## config.mk

```make
export PLATFORM = sky130hd
export DESIGN_NAME = noc_packetizer
export DESIGN_NICKNAME = d
export VERILOG_FILES = /design/src/rtl/noc_pkg.sv /design/src/rtl/noc_packetizer.sv
export SDC_FILE = /design/constraint.sdc
export NUM_CORES = 1
export LEC_CHECK = 0
export BUFFER_PORTS_ARGS = -buffer_cell sky130_fd_sc_hd__clkbuf_2
export CAP_MARGIN = 40
export CORE_MARGIN = 5
export CORE_UTILIZATION = 45
export DETAILED_ROUTE_END_ITERATION = 8
export PLACE_DENSITY = 0.75
export SLEW_MARGIN = 20
export SYNTH_ARGS = -nofsm -noshare
export SYNTH_HDL_FRONTEND = slang
export SYNTH_SLANG_ARGS = --single-unit
```

## constraint.sdc

```tcl
create_clock -name i_clk -period 2.2 [get_ports i_clk]
set_input_delay 0.22 -clock i_clk [delete_from_list [all_inputs] [get_ports i_clk]]
set_output_delay 0.22 -clock i_clk [all_outputs]
set_load 0.05 [all_outputs]
```

## src/rtl/noc_pkg.sv

```systemverilog
// Shared NoC flit definitions: widths, flit types, field offsets and
// packing helpers used by the packetizer and the future depacketizer.
package noc_pkg;

  localparam int FLIT_W = 73;
  localparam int DATA_W = 64;
  localparam int DEST_W = 7;
  localparam int LEN_W  = 8;
  localparam int SRC_W  = 8;
  localparam int SEQ_W  = 7;

  localparam int TYPE_LSB = 71;
  localparam int ID_LSB   = 64;
  localparam int SRC_LSB  = 8;
  localparam int LEN_LSB  = 0;

  typedef enum logic [1:0] {
    HEAD      = 2'b00,
    BODY      = 2'b01,
    TAIL      = 2'b10,
    HEAD_TAIL = 2'b11
  } flit_type_t;

  typedef enum logic {
    IDLE = 1'b0,
    DATA = 1'b1
  } state_t;

  function automatic logic [FLIT_W-1:0] make_head(
    input flit_type_t        t,
    input logic [DEST_W-1:0] dest,
    input logic [SRC_W-1:0]  src,
    input logic [LEN_W-1:0]  len
  );
    return {t, dest, 48'b0, src, len};
  endfunction

  function automatic logic [FLIT_W-1:0] make_body(
    input flit_type_t        t,
    input logic [SEQ_W-1:0]  seq,
    input logic [DATA_W-1:0] word
  );
    return {t, seq, word};
  endfunction

  function automatic flit_type_t flit_type(
    input logic [FLIT_W-1:0] f
  );
    return flit_type_t'(f[FLIT_W-1:TYPE_LSB]);
  endfunction

  function automatic logic is_last(
    input logic [FLIT_W-1:0] f
  );
    return f[TYPE_LSB+1];
  endfunction

endpackage

```

## src/rtl/noc_packetizer.sv

```systemverilog
// NoC transmitter: command + payload words in, HEAD/BODY/TAIL flits out
// through a single registered output slot on a valid/ready link.
module noc_packetizer
  import noc_pkg::*;
#(
  parameter logic [SRC_W-1:0] SRC_ID = 8'd0
) (
  input  logic              i_clk,
  input  logic              i_arst_n,
  input  logic              i_cmd_valid,
  output logic              o_cmd_ready,
  input  logic [DEST_W-1:0] i_cmd_dest,
  input  logic [LEN_W-1:0]  i_cmd_len,
  input  logic [DATA_W-1:0] i_data,
  input  logic              i_data_valid,
  output logic              o_data_ready,
  output logic [FLIT_W-1:0] o_flit,
  output logic              o_valid,
  input  logic              i_ready,
  output logic              o_busy
);

  state_t              state_q, state_d;
  logic [LEN_W-1:0]    rem_q, rem_d;
  logic [SEQ_W-1:0]    seq_q, seq_d;
  logic                valid_d;
  logic [FLIT_W-1:0]   flit_d;
  logic                slot_free;
  logic                last;
  flit_type_t          ftype;

  assign slot_free = ~o_valid | i_ready;
  assign last      = (rem_q == 8'd1);
  assign o_busy    = (state_q == DATA) | o_valid;

  always_ff @(posedge i_clk or negedge i_arst_n) begin
    if (!i_arst_n) begin
      state_q <= IDLE;
      rem_q   <= '0;
      seq_q   <= '0;
      o_valid <= 1'b0;
      o_flit  <= '0;
    end else begin
      state_q <= state_d;
      rem_q   <= rem_d;
      seq_q   <= seq_d;
      o_valid <= valid_d;
      o_flit  <= flit_d;
    end
  end

  always_comb begin
    state_d      = state_q;
    rem_d        = rem_q;
    seq_d        = seq_q;
    valid_d      = o_valid;
    flit_d       = o_flit;
    o_cmd_ready  = 1'b0;
    o_data_ready = 1'b0;
    ftype        = HEAD;

    // A completed transfer empties the slot unless refilled below.
    if (o_valid && i_ready) begin
      valid_d = 1'b0;
    end

    unique case (state_q)
      IDLE: begin
        o_cmd_ready = slot_free;
        if (i_cmd_valid && slot_free) begin
          if (i_cmd_len == '0) begin
            ftype = HEAD_TAIL;
          end else begin
            ftype   = HEAD;
            state_d = DATA;
          end
          valid_d = 1'b1;
          flit_d  = make_head(ftype, i_cmd_dest,
                              SRC_ID, i_cmd_len);
          rem_d   = i_cmd_len;
          seq_d   = '0;
        end
      end
      DATA: begin
        o_data_ready = slot_free;
        if (i_data_valid && slot_free) begin
          if (last) begin
            ftype   = TAIL;
            state_d = IDLE;
          end else begin
            ftype = BODY;
          end
          valid_d = 1'b1;
          flit_d  = make_body(ftype, seq_q, i_data);
          seq_d   = seq_q + 7'd1;
          rem_d   = rem_q - 8'd1;
        end
      end
      default: begin
        state_d = IDLE;
      end
    endcase
  end

endmodule
```

==> summary.md, run 1 <==
| Metric | Value |
|---|---|
| Status | completed |
| Placement Rows | 34 |
| Met2 GRT Util | 30.42% |
| Core Area | 0.008636 mm^2 |
| LEAKAGE | 0.002810 uW |
| Initial core utilization | 45.67% |
| DRT Wirelength | 9825 um |
| Via count | 3463 |
| Cells after DPL | 671 |
| Clock Root Buffer | clkbuf_8 |
| Setup TNS | 0 ps |
| Max Freq | 496.0 MHz |
| Latest clock arrival within the worst-skew pair | 340 ps |
| Core Util, Final | 58.39% |
| CTS Buffer Depth | 2 |
| Clock skew | 10.68 ps |
| Final period util | 91.65% |
| Final ANT Viol Nets | 0 |
| GR Util met3 | 4.851% |
| Initial antenna violation count | 0 |
| Worst EP arrival | 1800 ps |
| Post-DP Area | 0.004826 mm^2 |
| Post-synth cell types | 42 |
| Setup Buffers After CTS | 0 |
| Asr flop ratio synth | 100.0% |
| Area grow syn2layout | 27.86% |
| Gr busiest metal | met2 |
| Pre-CTS setup slack | 44.45 ps |
| Routing usage on met1 | 23.89% |
| Data required time of the critical path | 1980 ps |
| H-tree levels | 3 |
| Fin. Hold Viols | 0 |
| Final Slew Violations | 0 |
| Yosys reg bits | 90 |
| Remaining Overflow, GRT | 0 |
| Num CTS Buffers | 9 |
| Clk pin slew, worst setup/hold paths | 80 ps |
| RSZ-0062 raised after global routing | no |
| Largest net degree at the start of global routing | 53 |
| Syn_area_per_cell | 9.323 um^2 |
| Slew @ Worst Pin | 584.8 ps |
| Setup ws final | 183.7 ps |
| Maximum VDD drop | 0.5562 mV |
| First-pass GRT wire length | 16580 um |
| Final min period | 2016 ps |
| Most frequent cells in the layout | 159 x clkbuf_2, 140 x nand2_1, 89 x dfrtp_1 |
| Non-Filler Instances | 687 |
| Type of destination of the critical path | primary output |
| Final #Nets | 662 |
| PortBufs | 160 |
| Final Cell Area | 0.005042 mm^2 |
| DR iter-0 viols | 149 |
| Number of global-route vias before repair | 3471 |
| Routed wire per std cell | 14.30 um |
| Die area | 0.01074 mm^2 |
| Drt via density | 5.041 |
| PD cells | 1181 mW/mm^2 |
| Placer Congestion | 0.8263 |
| MaxCap Viol Count | 0 |
| Drt pass-1 iters | 4 |
| Commonest non-fill, non-tap cell in the layout | clkbuf_2 |
| Crit Path Max Fanout | 42 |
| Synth Flop Type | dfrtp_1 |
| HPWL after DPL | 7309 um |
| TritonCTS clock tree | yes |
| Critical path type | reg -> out |
| Synth Warn # | 0 |
| Post-synth EDFFs | 0 |
| Fraction of layout cells with a size suffix above 1 | 32.99% |
| Drc violations | 0 |
| Chip height | 103.6 um |
| Top-level I/O count | 161 |
| N_diodes | 0 |
| Mapped Nets | 510 |
| CTS Sinks | 90 |
| Relative slew slack | 60.84% |
| Chip Width | 103.6 um |
| HP Class | in -> reg |
| Mapped Cells | 423 |
| Final Setup Violations | 0 |
| Setup crit start kind | register |
| Part of the Yosys area used for sequential elements | 57.11% |
| Post-Syn Area | 0.003944 mm^2 |
| All-layer global routing usage | 18.37% |
==> synth_stat cells, drive strengths merged (2+ instances only) <==
library cell  number  share of area (%)
ha                 3               0.95
nand3             62                7.9
or3                3               0.48
o211ai             2               0.38
nor4               2               0.32
a2bb2oi            2               0.44
a22oi              2               0.38
xnor2              4               0.89
o22ai              3               0.48
nand2            140                 13
buf               17                2.7
nor2               9               0.86
or4                3               0.67
inv                4               0.38
dfrtp             90                 57
nor2b              2               0.32
o21ai             20                2.5
nor3b              2               0.51
a21oi              7               0.89
clkbuf            13                1.2
nor3               2               0.25
or2                2               0.32
mux2i             15                3.8
==> registers in the layout, indices dropped and copies added (netlist names) <==
signal   count
o_flit      73
rem_q        8
seq_q        7
state_q      1
o_valid      1
==> repair_timing <==
| item | 4_1_cts | 5_1_grt |
|---|---|---|
| hold endpoints to repair | 41 | 0 |
| setup endpoints to repair | 0 | 60 |
| resized for setup | 0 | 1 |
| hold buffers | 1 | 0 |
==> worst max-delay path, cell delays in order (launching register included) <==
cell	delay, ps
dfrtp_4	460
buf_4	420
and2_1	280
clkbuf_2	310
==> logic make-up (layout without fill, tap and decap cells) <==
kind of cell	after synthesis	in the layout	share of synthesized area (%)
xor+xnor	5	5	1.110
flops	90	90	57.11
fa+ha+maj	3	3	0.9519
buf+inv	34	190	4.315
mux	15	15	3.807
compound gates	42	42	6.472
simple gates	234	234	26.24
==> per-stage QoR <==
step / hold slack [ps] / total power (uW)
2_1_floorplan: -75.59 / 4195
3_3_place_gp: 240.6 / 4803
3_5_place_dp: 243.3 / 4871
4_1_cts: 87.41 / 6023
5_1_grt: 90.33 / 6322
6_report: 106.4 / 5954
==> power breakdown <==
part / internal, uW / leakage [uW] / switching [uW] / total (uW)
Sequential: 2070 / 0.00111 / 283 / 2350
Combinational: 597 / 0.00159 / 1860 / 2460
Clock: 612 / 0.000106 / 532 / 1140
==> path summary, 6_finish.rpt <==
check	start	to	slack [ps]	depth (start not counted)
min reg2reg	o_flit[48]$_DFFE_PN0P_	o_flit[48]$_DFFE_PN0P_	470	2
min	i_data[49]	o_flit[49]$_DFFE_PN0P_	110	3
max	state_q$_DFF_PN0_	o_data_ready	180	3
max reg2reg	o_valid$_DFF_PN0_	o_flit[0]$_DFFE_PN0P_	230	4
max in group asynchronous	i_arst_n	state_q$_DFF_PN0_	1180	3
min in group asynchronous	i_arst_n	o_flit[14]$_DFFE_PN0P_	410	2
==> cell type report <==
cell class              instances  area [um^2]
clock buffers                  13        168.9
repair buffers                171        900.9
multi-input cells             299         1531
well taps                     108        135.1
flip-flops and latches         90         2256
clock inverters                 2        35.03
fillers                       799         3593
inverters                       4        15.01
==> per-layer routing <==
layer  routed length (um)  up-vias  share of wire, %
met1                 4231     1622                43
met2                 4834      117                49
li1                     -     1722                 -
met4                   62        0              0.63
met3                  697        2               7.1
met5                    0        -                 0
Note: power is estimated with default switching activity, not from simulation.
==> inputs of run 2 (changes only) <==
==> constraint.sdc (replaced) <==
create_clock -name i_clk -period 2.2 [get_ports i_clk]
set_input_delay 0.44 -clock i_clk [delete_from_list [all_inputs] [get_ports i_clk]]
set_output_delay 0.44 -clock i_clk [all_outputs]
set_load 0.05 [all_outputs]
==> run 2 against run 1 <==
Effect of this change:
- clock skew about the same
- die area unchanged
- largest power group unchanged
- worst hold slack worse by 46 ps
- non-clock buffer count up 2
- sequential power about the same
- clock-buffer cell count down 3
- final area down 0.27%
- cell count up 0.44%
- register-to-register slack better by 100 ps
- fmax down 4.6%
- worst setup slack worse by 97 ps
- largest cell class unchanged
==> summary.md, run 2 (synthesized netlist as in run 1, its figures left out) <==
| Metric | Value |
|---|---|
| Crit Path Max Fanout | 18 (-57%) |
| RSZ-0062 raised after global routing | no |
| Switching Fraction | 46.80% (+1.8 points) |
| Setup crit start kind | register |
| CTS resizes | 0 (unchanged) |
| Power share of the clock group | 17.4% (-1.8 points) |
| PortBufs | 160 (unchanged) |
| Final Slew Violations | 0 (unchanged) |
| Final Setup Violations | 0 (unchanged) |
| Cells after DPL | 674 (+0.45%) |
| Area grow syn2layout | 27.51% |
| Status | completed |
| Non-Filler Instances | 690 (+0.44%) |
| Final #Nets | 664 (+0.30%) |
| Sw Pwr | 2737 uW (+2.2%) |
| Placement Rows | 34 (unchanged) |
| First-pass GRT wire length | 17190 um (+3.7%) |
| R2R Path Start | state_q$_DFF_PN0_ |
| PD cells | 1163 mW/mm^2 (-1.5%) |
| DR iter-0 viols | 96 (-36%) |
| Drt via density | 5.028 (-0.26%) |
| Type of destination of the critical path | primary output |
| Fraction of layout cells with a size suffix above 1 | 33.51% (+0.52 points) |
| Remaining Overflow, GRT | 0 (unchanged) |
| Top reg by flops | o_flit |
| Commonest non-fill, non-tap cell in the layout | clkbuf_2 |
| Num CTS Buffers | 9 (unchanged) |
| FF-to-FF End | o_flit[6]$_DFFE_PN0P_ |
| CTS Sinks | 90 (unchanged) |
| Core Area | 0.008636 mm^2 (unchanged) |
| CP delay by family, top | flip-flops |
| CTS Buffer Depth | 2 (unchanged) |
| Final min period | 2113 ps (+96.90 ps) |
| Top-level I/O count | 161 (unchanged) |
| Placer Congestion | 0.8147 (-1.4%) |
| Slew @ Worst Pin | 624.3 ps (+39.47 ps) |
| Int Pwr | 3112 uW (-5.0%) |
| Setup TNS | 0 ps (unchanged) |
| Cells along the critical path | buf_4 -> or2_2 -> clkbuf_2 |
| All-layer global routing usage | 19.00% (+0.63 points) |
| Clk pin slew, worst setup/hold paths | 90 ps (about the same) |
| TritonCTS clock tree | yes |
| Latest clock arrival within the worst-skew pair | 350 ps (about the same) |
| Sequential share of power | 40.3% (+0.8 points) |
| Max FFs per register | 73 (unchanged) |
| Comb power frac | 42.2% (+0.9 points) |
| MaxCap Viol Count | 0 (unchanged) |
| HPWL after DPL | 7517 um (+2.8%) |
| Relative slew slack | 58.20% (-2.6 points) |
| Hold_buf cts | 0 (-1) |
| DRT Wirelength | 10030 um (+2.1%) |
| Chip Width | 103.6 um (unchanged) |
| R2R Setup Slk | 330 ps (+100 ps) |
| Routed wire per std cell | 14.54 um (+1.6%) |
| Initial core utilization | 45.67% (unchanged) |
| Drt pass-1 iters | 4 (unchanged) |
| Most frequent cells in the layout | 159 x clkbuf_2, 140 x nand2_1, 89 x dfrtp_1 |
| Regs by FF count | o_flit x73, rem_q x8, seq_q x7 |
| Final period util | 96.06% (+4.4 points) |
| Worst path bufs/invs | 2 (unchanged) |
| Maximum VDD drop | 0.5328 mV (-4.2%) |
| Clock skew | 11.15 ps (+0.4698 ps) |
| Max Freq | 473.2 MHz (-4.6%) |
| Initial antenna violation count | 0 (unchanged) |
| N_diodes | 0 (unchanged) |
| Fin. Hold Viols | 0 (unchanged) |
| Worst EP arrival | 1670 ps (-130 ps) |
| Worst Reg-to-Reg Cells | 4 (unchanged) |
| LEAKAGE | 0.002802 uW (-0.30%) |
| HP Class | in -> async |
| Largest net degree at the start of global routing | 44 (-17%) |
| Chip height | 103.6 um (unchanged) |
| Via count | 3469 (+0.17%) |
| Final ANT Viol Nets | 0 (unchanged) |
| Critical path type | reg -> out |
| Setup Buffers After CTS | 0 (unchanged) |
| Core Util, Final | 58.23% (-0.16 points) |
| Slowest stage cell on the critical path | dfrtp_4 |
| Clock Root Buffer | clkbuf_8 |
| Die area | 0.01074 mm^2 (unchanged) |
| H-tree levels | 3 (unchanged) |
| Number of global-route vias before repair | 3545 (+2.1%) |
| Data required time of the critical path | 1760 ps (-220 ps) |
| Max stage delay on crit path | 580 ps (+120 ps) |
| Drc violations | 0 (unchanged) |
run 2: changes by cell type in the layout (fill, tap and decap cells not counted):
| cell | delta |
|---|---|
| clkinv_4 | +2 |
| bufinv_16 | -1 |
| clkbuf_8 | -2 |
| clkbuf_1 | -1 |
| nor2b_2 | -1 |
| clkinvlp_4 | +2 |
| nor2b_1 | +1 |
| clkinv_2 | +1 |
| dlygate4sd3_1 | -1 |
| buf_4 | +3 |
run 2: through the flow:
step	hold slack, ps	setup slack [ps]	area (um^2)	total power [uW]
final	60.68	86.78	5029	5849
after detailed placement	454.7	358.3	4848	4884
after CTS	77.78	62.49	5029	5918
after floorplan	144.4	148.7	3944	4195
after global placement	448.8	388.9	4848	4823
after global routing	116.0	19.12	5029	6205
run 2: final cells by class:
cell class                 instances  area (um^2)
fill                             793         3607
sequential                        90         2256
multi-input combinational        299         1529
timing repair buffer             173        913.4
clock buffer                      10        137.6
tap                              108        135.1
clock inverter                     6        42.54
inverter                           4        15.01
run 2: metal layers:
metal	vias up	part of all wire, %	global-route usage [%]
met3	15	6.2	4.353
li1	1723	-	-
met2	112	48	30.42
met5	-	0	0
met4	0	1.7	6.842
met1	1619	44	25.22
run 2: how the worst max path moves through the flow:
| stage | start | endpoint | slack, ps | cells past startpoint |
|---|---|---|---|---|
| 2_1_floorplan | o_valid$_DFF_PN0_ | o_cmd_ready | 150 | 3 |
| 3_3_place_gp | state_q$_DFF_PN0_ | o_flit[6]$_DFFE_PN0P_ | 390 | 4 |
| 3_5_place_dp | state_q$_DFF_PN0_ | o_flit[65]$_DFFE_PN0P_ | 360 | 4 |
| 4_1_cts | state_q$_DFF_PN0_ | o_busy | 60 | 3 |
| 5_1_grt | state_q$_DFF_PN0_ | o_busy | 20 | 3 |
| 6_report | state_q$_DFF_PN0_ | o_busy | 90 | 3 |
run 2: power groups by stage:
stage          Combinational, uW  Sequential, uW  Clock [uW]
3_5_place_dp                2490            2390           0
6_report                    2470            2360        1020
3_3_place_gp                2440            2380           0
5_1_grt                     2660            2420        1130
4_1_cts                     2500            2360        1060
2_1_floorplan                718            3480           0
